==> config.mk <==
export PLATFORM = sky130hd
export DESIGN_NAME = pad_in_debounce
export DESIGN_NICKNAME = d
export VERILOG_FILES = /design/src/rtl/pad_in_debounce.sv
export SDC_FILE = /design/constraint.sdc
export NUM_CORES = 1
export LEC_CHECK = 0
export ABC_AREA = 0
export BUFFER_PORTS_ARGS = -buffer_cell sky130_fd_sc_hd__clkbuf_2
export CORE_MARGIN = 2
export CORE_UTILIZATION = 45
export CTS_CLUSTER_DIAMETER = 60
export DETAILED_ROUTE_END_ITERATION = 6
export GPL_TIMING_DRIVEN = 0
export PLACE_DENSITY = 0.69
export SLEW_MARGIN = 20
export SYNTH_ARGS = -nofsm -noshare
export SYNTH_HDL_FRONTEND = slang
export SYNTH_SLANG_ARGS = --single-unit
==> constraint.sdc <==
create_clock -name clk -period 1.7 [get_ports clk]
set_input_delay 0.085 -clock clk [delete_from_list [all_inputs] [get_ports clk]]
set_output_delay 0.085 -clock clk [all_outputs]
set_load 0.02 [all_outputs]
==> src/rtl/pad_in_debounce.sv <==
// rtl/pad_in_debounce.sv - pad input synchronizer and debouncer with edge pulses and glitch counter
module pad_in_debounce #(
   parameter int unsigned SYNC_STAGES     = 2,
   parameter int unsigned DEBOUNCE_CYCLES = 16,
   parameter logic        RESET_LEVEL     = 1'b0
) (
   input  logic       clk,
   input  logic       rst_n,
   input  logic       c_in,
   input  logic       en,
   input  logic       glitch_clr,
   output logic       level_out,
   output logic       rise_pulse,
   output logic       fall_pulse,
   output logic [7:0] glitch_cnt
);

   localparam int unsigned      CNT_W    = $clog2(DEBOUNCE_CYCLES + 1);
   localparam logic [CNT_W-1:0] CNT_LAST = CNT_W'(DEBOUNCE_CYCLES - 1);
   localparam logic [CNT_W-1:0] CNT_ONE  = CNT_W'(1);

   typedef enum logic {
      STABLE = 1'b0,
      QUAL   = 1'b1
   } state_t;

   logic [SYNC_STAGES-1:0] sync_chain_q, sync_chain_d;
   logic                   sync_q;

   state_t                 state_q, state_d;
   logic [CNT_W-1:0]       cnt_q, cnt_d;
   logic                   level_q, level_d;
   logic                   rise_q, rise_d;
   logic                   fall_q, fall_d;
   logic [7:0]             glitch_q, glitch_d;

   // Set when the candidate level has been seen for enough consecutive samples.
   logic                   accept;
   // Set when a qualification run is broken by the input returning to level_out.
   logic                   glitch_inc;

   // The only consumer of c_in: shift it into the synchronizer chain every cycle,
   // independent of en, so the chain is always settled when en is raised.
   always_comb begin
      sync_chain_d = {sync_chain_q[SYNC_STAGES-2:0], c_in};
   end

   assign sync_q = sync_chain_q[SYNC_STAGES-1];

   // Synchronizer register; flops come out of reset at the configured pad level.
   always_ff @(posedge clk or negedge rst_n) begin
      if (!rst_n) begin
         sync_chain_q <= {SYNC_STAGES{RESET_LEVEL}};
      end else begin
         sync_chain_q <= sync_chain_d;
      end
   end

   // Debounce FSM: decide next state, qualification count and whether to accept.
   always_comb begin
      state_d    = state_q;
      cnt_d      = cnt_q;
      accept     = 1'b0;
      glitch_inc = 1'b0;

      if (!en) begin
         // Disabling drops any candidate silently; it is not a rejected transition.
         state_d = STABLE;
         cnt_d   = '0;
      end else begin
         case (state_q)
            STABLE: begin
               if (sync_q != level_q) begin
                  if (DEBOUNCE_CYCLES == 1) begin
                     accept = 1'b1;
                  end else begin
                     state_d = QUAL;
                     cnt_d   = CNT_ONE;
                  end
               end
            end
            QUAL: begin
               if (sync_q != level_q) begin
                  if (cnt_q == CNT_LAST) begin
                     accept  = 1'b1;
                     cnt_d   = '0;
                     state_d = STABLE;
                  end else begin
                     cnt_d = cnt_q + CNT_ONE;
                  end
               end else begin
                  cnt_d      = '0;
                  state_d    = STABLE;
                  glitch_inc = 1'b1;
               end
            end
            default: begin
               state_d = STABLE;
               cnt_d   = '0;
            end
         endcase
      end
   end

   // Level and edge pulses: pulses are registered alongside the new level so they
   // coincide with the first cycle it is visible and can never both be high.
   always_comb begin
      level_d = level_q;
      rise_d  = 1'b0;
      fall_d  = 1'b0;
      if (accept) begin
         level_d = ~level_q;
         rise_d  = ~level_q;
         fall_d  = level_q;
      end
   end

   // Glitch counter: clear takes priority over an increment in the same cycle,
   // and the count sticks at 255 instead of wrapping.
   always_comb begin
      glitch_d = glitch_q;
      if (glitch_clr) begin
         glitch_d = 8'd0;
      end else if (glitch_inc && (glitch_q != 8'hFF)) begin
         glitch_d = glitch_q + 8'd1;
      end
   end

   // FSM, counter and output registers; reset discards any candidate in flight.
   always_ff @(posedge clk or negedge rst_n) begin
      if (!rst_n) begin
         state_q  <= STABLE;
         cnt_q    <= '0;
         level_q  <= RESET_LEVEL;
         rise_q   <= 1'b0;
         fall_q   <= 1'b0;
         glitch_q <= 8'd0;
      end else begin
         state_q  <= state_d;
         cnt_q    <= cnt_d;
         level_q  <= level_d;
         rise_q   <= rise_d;
         fall_q   <= fall_d;
         glitch_q <= glitch_d;
      end
   end

   assign level_out  = level_q;
   assign rise_pulse = rise_q;
   assign fall_pulse = fall_q;
   assign glitch_cnt = glitch_q;

endmodule

==> results of run 1 <==
## flip-flops by register name, indices dropped and copies added (netlist names)
register and flops:
state_q 1, rise_pulse 1, sync_chain_q 2, fall_pulse 1, cnt_q 5, level_out 1, glitch_cnt 8
## worst paths after layout
path | start | to | cells after the start | slack [ns]
setup / recovery | glitch_cnt[0]$_DFFE_PN0P_ | glitch_cnt[4]$_DFFE_PN0P_ | 6 | 0.08
hold / removal | en | state_q$_DFF_PN0_ | 3 | 0.11
setup reg to reg | glitch_cnt[0]$_DFFE_PN0P_ | glitch_cnt[4]$_DFFE_PN0P_ | 6 | 0.08
hold reg to reg | sync_chain_q[0]$_DFF_PN0_ | sync_chain_q[1]$_DFF_PN0_ | 0 | 0.39
max in group asynchronous | rst_n | level_out$_DFFE_PN0P_ | 2 | 1.10
min in group asynchronous | rst_n | glitch_cnt[4]$_DFFE_PN0P_ | 2 | 0.26
## cell type report
class,count,area (um^2)
timing repair buffer,21,125
buffer,3,20.0
multi-input combinational,64,439
clock inverter,1,5.00
sequential,19,477
fill,185,816
tap,27,33.8
clock buffer,3,22.5
inverter,1,3.75
## where the power goes
group	total, mW	internal, mW	switching (mW)
clock	0.223	0.0875	0.136
combinational	0.0569	0.0226	0.0342
sequential	0.465	0.458	0.00681
total	0.745	0.569	0.177
## cells in the final DEF, fill, tap and decap left out, types with 2 or more instances in the layout
cell type,count
a21oi_1,5
and2_1,2
buf_4,4
clkbuf_2,15
clkbuf_4,3
dfrtp_1,18
dlygate4sd3_1,2
nand2_1,6
nand3_1,9
nand4_1,2
nand4b_1,2
nor2_1,4
nor4_1,2
o21ai_0,7
o31ai_1,3
or3_1,3
or4_1,2
xor2_1,4
## layer usage
metal,track usage (%),vias up,share of wire (%)
met1,22.2,351,46
met4,4.29,0,0.39
met5,0,-,0
met3,2.76,2,3.1
li1,-,372,-
met2,26.3,15,51
## repair_timing
action / 4_1_cts / 5_1_grt
pin swaps: 1 / 0
cloned: 0 / 1
hold endpoints to repair: 20 / 0
buffers inserted: 1 / 3
gates resized for setup: 1 / 6
setup endpoints to repair: 5 / 6
hold buffers: 2 / 0
## per-stage QoR
step,instance area [um^2],TNS (ns)
final,1130,0
after global routing,1130,-0.0270
after CTS,1080,0
after detailed placement,1010,-0.181
after global placement,1010,-0.0213
after floorplan,908,0
## kinds of logic (layout without fill, tap and decap cells)
family / Yosys count / count (layout) / share of synthesized area, %
simple gates: 36 / 36 / 21.6
fa+ha+maj: 2 / 2 / 2.75
xor+xnor: 5 / 5 / 5.65
compound gates: 20 / 20 / 14.0
flops: 19 / 19 / 52.3
buf+inv: 4 / 29 / 2.48
mux: 1 / 1 / 1.10
## critical path, cell delays in order (launching register included)
cell and delay, ns:
dfrtp_1 0.43, ha_2 0.22, nand3_1 0.13, o2111ai_4 0.14
buf_6 0.16, or3_1 0.35, a21oi_2 0.13
==> flow_summary.ini, run 1 <==
[run_status]
status = complete, no violations

[final_layout]
nNetsFinal = 120
antennaDiodeCount = 0
fin_util_pct = 58.0
syn2layout_area_growth_pct = 24.0
drive_above_1_share_pct = 27.7
final_cells = 139

[grt]
grt_max_degree = 20
grt-ovfl-total = 0
grt_pass1_vias = 678
grt_antenna_before_repair = 0
grt_pass1_wl_mm = 3.02
track_usage_pct = 16.1

[clock_network]
cts_buffer_depth = 2
cts_root_buffer = clkbuf_4
cts_made_buffers = 3
cts_tree = yes
h-tree-depth = 1
clk_pin_slew_ns = 0.11
clk-insertion-delay-late_ns = 0.29
clock-sinks = 19

[placement]
dpl.hpwl_mm = 1.22
place_inst = 128
dpl_worst_slack_ns = -0.0657
port_buffers = 14
finalWeightedCongestion = 0.823

[sta]
worst_clock_skew_ns = 0.00351
worst_pin_slew_ns = 0.556
finalCritPeriodShare_pct = 95.0
maxSlewViolCount = 0
max_slew_margin_pct = 62.8
fin_ws_ns = 0.0847
max_freq_ghz = 0.619
holdWs_ns = 0.111
fin_crit_ns = 1.62
setup_violations = 0
hold_violations = 0

[die]
dieArea_um2 = 2390
ios = 16
core_area_um2 = 1940
num_rows = 16
die_y_um = 48.9
start_util_pct = 46.8
fp.dieW_um = 48.9

[synthesis]
netlist_top_cells_area = dfrtp_1 (52%), nand3_1 (5.0%), o21ai_0 (3.9%)
async_flop_share_pct = 100
ys_seq_area_share_pct = 52.3
syn_area_um2 = 908
ys_ff_latch = 19
netlist_instances = 87
yosysTopAreaCell = dfrtp_1
yosys_warnings = 0
syn_avg_cell_area_um2 = 10.4
ys.flop_type = dfrtp_1
synth_edf_count = 0
synthTopCellsByCount = dfrtp_1 (19), nand3_1 (9), o21ai_0 (7), a21oi_1 (6), nand2_1 (6)
syn-num-nets = 94
yosys.cell_types.count = 29
netlist.area_leader.share_pct = 52.3
yosysMostFrequentCell = dfrtp_1

[run]
max-cap-violations = 0

[drt]
wl_mm = 1.81
drcViolationCount = 0
firstDrtPassIters = 4
ant_nets = 0
drt-wirelength-per-cell_um = 13.0
routed_via_density = 5.32
num_vias = 740
drt-initial-drc-count = 16

[setup_path]
cp-start-kind = flop
required_ns = 1.93
critPathKind = flop to flop
end_kind = flop
cp.arrival_ns = 1.85
path_max_fanout = 5

[power]
leakagePower_nw = 0.516
total_power_mw = 0.745
ir_drop_mv = 0.547
p_per_area_nw_per_um2 = 662

[worst_hold_path]
min_path_type = input pin to flop
(Power assumes the default switching activity.)
==> inputs of run 2 (changes only) <==
- ABC_AREA: 0 -> 1
- PLACE_DENSITY: 0.69 -> 0.68
==> flow_summary.ini, run 2 <==
[run_status]
status = complete, no violations

[die]
num_rows = 17
core_area_um2 = 2190
start_util_pct = 47.5
die_y_um = 52.1
ios = 16
dieArea_um2 = 2710
fp.dieW_um = 52.1

[synthesis]
netlist_instances = 131
yosys_warnings = 0
netlist.area_leader.share_pct = 45.7
ys_seq_area_share_pct = 45.7
synthTopCellsByCount = nand2_1 (36), nand3_1 (20), dfrtp_1 (19), nor2_1 (17), inv_1 (14)
syn_area_um2 = 1040
ys_ff_latch = 19
async_flop_share_pct = 100
syn-num-nets = 138
yosysTopAreaCell = dfrtp_1
yosys.cell_types.count = 22
netlist_top_cells_area = dfrtp_1 (46%), nand2_1 (13%), nand3_1 (9.6%)
synth_edf_count = 0
yosysMostFrequentCell = nand2_1
syn_avg_cell_area_um2 = 7.94
ys.flop_type = dfrtp_1

[drt]
routed_via_density = 4.89
ant_nets = 0
firstDrtPassIters = 4
num_vias = 881
drcViolationCount = 0
drt-initial-drc-count = 22
drt-wirelength-per-cell_um = 11.3
wl_mm = 2.03

[final_layout]
largest_register_ff_count = 8
fill_cells = 209
drive_above_1_share_pct = 18.4
nNetsFinal = 160
antennaDiodeCount = 0
final_common_cell = nand2_1
final_cell_mix = nand2_1 (36), nand3_1 (20), dfrtp_1 (19)
syn2layout_area_growth_pct = 15.2

[clock_network]
clock-sinks = 19
cts_made_buffers = 3
post_cts_buffers = 0
clk-insertion-delay-late_ns = 0.30
cts.repair.resized = 0
clk_pin_slew_ns = 0.11
cts_buffer_depth = 2
h-tree-depth = 1
hold_buffers = 2
cts_root_buffer = clkbuf_4
cts_tree = yes

[setup_path]
cp-start-kind = flop
regToRegEndpoint = glitch_cnt[0]$_DFFE_PN0P_
ff2ff_setup_slack_ns = 0.19
reg2reg_depth = 8
critPathKind = flop to flop
startpoint = glitch_cnt[0]$_DFFE_PN0P_
cp.arrival_ns = 1.76
required_ns = 1.95
path_max_fanout = 5
r2r_start = glitch_cnt[0]$_DFFE_PN0P_
end_kind = flop

[sta]
max_freq_ghz = 0.664
finalCritPeriodShare_pct = 88.6
maxSlewViolCount = 0
setup_tns_ns = 0
worst_pin_slew_ns = 0.496
holdWs_ns = 0.0777
worst_clock_skew_ns = 0.00321
fin_ws_ns = 0.193
setup_violations = 0
rsz0062_at_grt = false
fin_crit_ns = 1.51
max_slew_margin_pct = 66.9
hold_violations = 0

[grt]
use_met2_pct = 29.3
grt_max_degree = 20
grt_pass1_vias = 835
grt_pass1_wl_mm = 3.57
busiest_layer = met2
track_usage_pct = 18.1
grtUsageMet3_pct = 2.59
grt_use_met1_pct = 22.4
grt_antenna_before_repair = 0
grt-ovfl-total = 0

[worst_hold_path]
min_from = glitch_clr
hold_path_depth = 4
hold-path-endpoint = glitch_cnt[6]$_DFFE_PN0P_
min_path_type = input pin to flop

[power]
p_clk_share_pct = 30.8
switchingPower_mw = 0.196
swShare_pct = 25.7
ir_drop_mv = 0.484
internal-power_mw = 0.566
pwr-share-seq_pct = 61.2
comb_power_share_pct = 7.9
p_per_area_nw_per_um2 = 636
leakagePower_nw = 0.611

[placement]
dpl.hpwl_mm = 1.51
port_buffers = 15
dpl_worst_slack_ns = 0.191
finalWeightedCongestion = 0.809

[run]
max-cap-violations = 0
[run 2: worst max-delay path by stage]
stage	endpoint	slack, ns
2_1_floorplan	glitch_cnt[6]$_DFFE_PN0P_	0.28
3_3_place_gp	glitch_cnt[1]$_DFFE_PN0P_	0.25
3_5_place_dp	glitch_cnt[0]$_DFFE_PN0P_	0.19
4_1_cts	glitch_cnt[5]$_DFFE_PN0P_	0.16
5_1_grt	cnt_q[0]$_DFFE_PN0P_	0.07
6_report	glitch_cnt[0]$_DFFE_PN0P_	0.19
[run 2: layout make-up]
cell class,instances,area (um^2),area share (%)
multi-input combinational,96,504,42.1
sequential,19,475,39.7
timing repair buffer,17,95.1,7.94
inverter,15,56.3,4.70
tap,28,35.0,2.93
clock buffer,3,22.5,1.88
clock inverter,1,5.00,0.418
buffer,1,3.75,0.313
[run 2: layer usage]
metal  routed length (um)  vias up
li1                     -      456
met1                  931      409
met2                 1010       11
met3                   46        5
met4                   46        0
met5                    0        -
[run 2: per-stage QoR]
step           instances  util [%]  cell area, um^2  power, mW
6_report             180      54.7             1200      0.762
5_1_grt              180      54.7             1200      0.791
4_1_cts              180      54.7             1200      0.776
3_5_place_dp         174      52.5             1150      0.533
3_3_place_gp         174      52.5             1150      0.531
2_1_floorplan        131         -             1040      0.508
[run 2: power by group through the flow]
stage	clock network (mW)	logic, mW	registers, mW
2_1_floorplan	0	0.0331	0.475
5_1_grt	0.255	0.0683	0.468
4_1_cts	0.248	0.0620	0.467
3_5_place_dp	0	0.0582	0.475
6_report	0.235	0.0605	0.467
3_3_place_gp	0	0.0560	0.475
[run 2: kinds of logic after synthesis]
group                    after synthesis  share of synthesized area [%]
AND/OR/NAND/NOR                       83                           38.4
flip-flops                            19                           45.7
buffers and inverters                 16                           5.78
AO/OA/AOI/OAI                          6                           3.49
XOR/XNOR                               5                           4.21
adder cells (fa/ha/maj)                2                           2.41
[run 2: critical path: stages (launching register included)]
cell and delay, ns:
dfrtp_1 0.44, ha_1 0.24, nand2_1 0.12, nor2_2 0.06
nand2_1 0.12, inv_1 0.05, nor2_1 0.24, nand3_1 0.11
nand2_1 0.08
==> inputs of run 3 (changes only) <==
- PLACE_DENSITY: 0.68 -> 0.66
- clock period: 1.7 -> 1.4 ns (I/O delays scaled with it)
==> flow_summary.ini, run 3 (synthesis results as in run 2) <==
[sta]
max_slew_margin_pct = 68.1
fin_ws_ns = 0.0702
worst_clock_skew_ns = 0.00671
fin_crit_ns = 1.33
maxSlewViolCount = 0
worst_pin_slew_ns = 0.479
max_freq_ghz = 0.752
setup_violations = 0
hold_violations = 0
finalCritPeriodShare_pct = 95.0

[final_layout]
final_cells = 184
final_cell_mix = nand2_1 (34), nand3_1 (20), dfrtp_1 (17)
syn2layout_area_growth_pct = 21.2
nNetsFinal = 164
drive_above_1_share_pct = 25.6
final_common_cell = nand2_1
largest_register_ff_count = 8
fill_cells = 199
antennaDiodeCount = 0

[drt]
wl_mm = 2.05
routed_via_density = 4.96
drt-initial-drc-count = 11
num_vias = 913
ant_nets = 0
drt-wirelength-per-cell_um = 11.2
firstDrtPassIters = 4
drcViolationCount = 0

[clock_network]
clk_pin_slew_ns = 0.11
cts_tree = yes
cts_root_buffer = clkbuf_4
h-tree-depth = 1
cts_made_buffers = 3
clk-insertion-delay-late_ns = 0.30
cts_buffer_depth = 2
clock-sinks = 19

[power]
p_per_area_nw_per_um2 = 736
leakagePower_nw = 0.619
total_power_mw = 0.927
ir_drop_mv = 0.581

[placement]
dpl.hpwl_mm = 1.55
dpl_worst_slack_ns = -0.121
port_buffers = 15
place_inst = 174
finalWeightedCongestion = 0.768

[setup_path]
cpMostUsedCell = nand2_1
end_kind = flop
critical_path.top_delay_family = simple AND/OR/NAND/NOR gates
max_stage_delay_ns = 0.44
crit_chain = ha_4 -> nand2_1 -> nor2_2 -> nand2_2 -> nand3_4 -> nand2_4 -> nand2_1 -> nand2_1
crit_buf_inv = 0
cp-start-kind = flop
required_ns = 1.60
cp.arrival_ns = 1.53
critPathKind = flop to flop
critical-path-slowest-cell = dfrtp_2
path_max_fanout = 5

[run_status]
status = complete, no violations

[die]
start_util_pct = 47.5
die_y_um = 52.1
fp.dieW_um = 52.1
core_area_um2 = 2190
dieArea_um2 = 2710
ios = 16
num_rows = 17

[grt]
grt_antenna_before_repair = 0
grt_max_degree = 20
grt-ovfl-total = 0
grt_pass1_vias = 869
grt_pass1_wl_mm = 3.56
track_usage_pct = 17.6

[run]
max-cap-violations = 0

[worst_hold_path]
min_path_type = input pin to flop
[run 3: cell types whose count changed in the layout (fill, tap and decap cells not counted), sizes merged]
cell   change
buf        +3
nand3      +1
[run 3: worst min-delay path: stages]
cell and delay [ns]:
clkbuf_2 0.14, nor2_1 0.06, nand2_1 0.04, nand2_1 0.04
[run 3: final timing paths]
kind	from	end	slack (ns)	depth (start not counted)
setup / recovery	glitch_cnt[0]$_DFFE_PN0P_	glitch_cnt[6]$_DFFE_PN0P_	0.07	8
hold / removal	glitch_clr	glitch_cnt[7]$_DFFE_PN0P_	0.08	4
setup reg to reg	glitch_cnt[0]$_DFFE_PN0P_	glitch_cnt[6]$_DFFE_PN0P_	0.07	8
hold reg to reg	sync_chain_q[0]$_DFF_PN0_	sync_chain_q[1]$_DFF_PN0_	0.36	0
max in group asynchronous	rst_n	glitch_cnt[1]$_DFFE_PN0P_	0.79	2
min in group asynchronous	rst_n	cnt_q[1]$_DFFE_PN0P_	0.26	2
[run 3: cell type report]
class                   instances  area, um^2  area share, %
inverters                      15        56.3           4.47
multi-input cells              97         542           43.0
flip-flops and latches         19         478           37.9
plain buffers                   1        3.75          0.298
well taps                      28        35.0           2.78
repair buffers                 20         118           9.33
clock inverters                 1        5.00          0.397
clock buffers                   3        22.5           1.79
[run 3: repair_timing]
action                                  4_1_cts  5_1_grt
gates resized for setup                       4        5
endpoints found under the hold margin        20        0
buffers inserted                              1        2
pin swaps                                     0        5
endpoints found under the setup margin        8       12
hold buffers                                  2        0
gates cloned                                  0        1
[run 3: where the power goes]
part           switching, mW  total [mW]  internal [mW]  leakage, nW
clock network          0.174       0.280          0.106       0.0177
logic                 0.0518      0.0801         0.0284        0.346
registers             0.0102       0.567          0.557        0.255
[run 3: metal layers]
metal | global-route usage [%] | vias up | share of wire (%)
met4 | 8.33 | 0 | 0.58
met1 | 21.4 | 427 | 46
met5 | 0 | - | 0
met3 | 1.72 | 2 | 2.5
met2 | 30.8 | 12 | 51
li1 | - | 472 | -
[run 3: through the flow]
stage / area (um^2) / hold WS (ns) / setup TNS [ns] / util, %
2_1_floorplan: 1040 / -0.226 / 0 / -
3_3_place_gp: 1150 / 0.0422 / -0.259 / 52.6
3_5_place_dp: 1150 / 0.0510 / -0.537 / 52.6
4_1_cts: 1220 / 0.0728 / 0 / 55.6
5_1_grt: 1260 / 0.0966 / -0.00926 / 57.5
6_report: 1260 / 0.0835 / 0 / 57.5
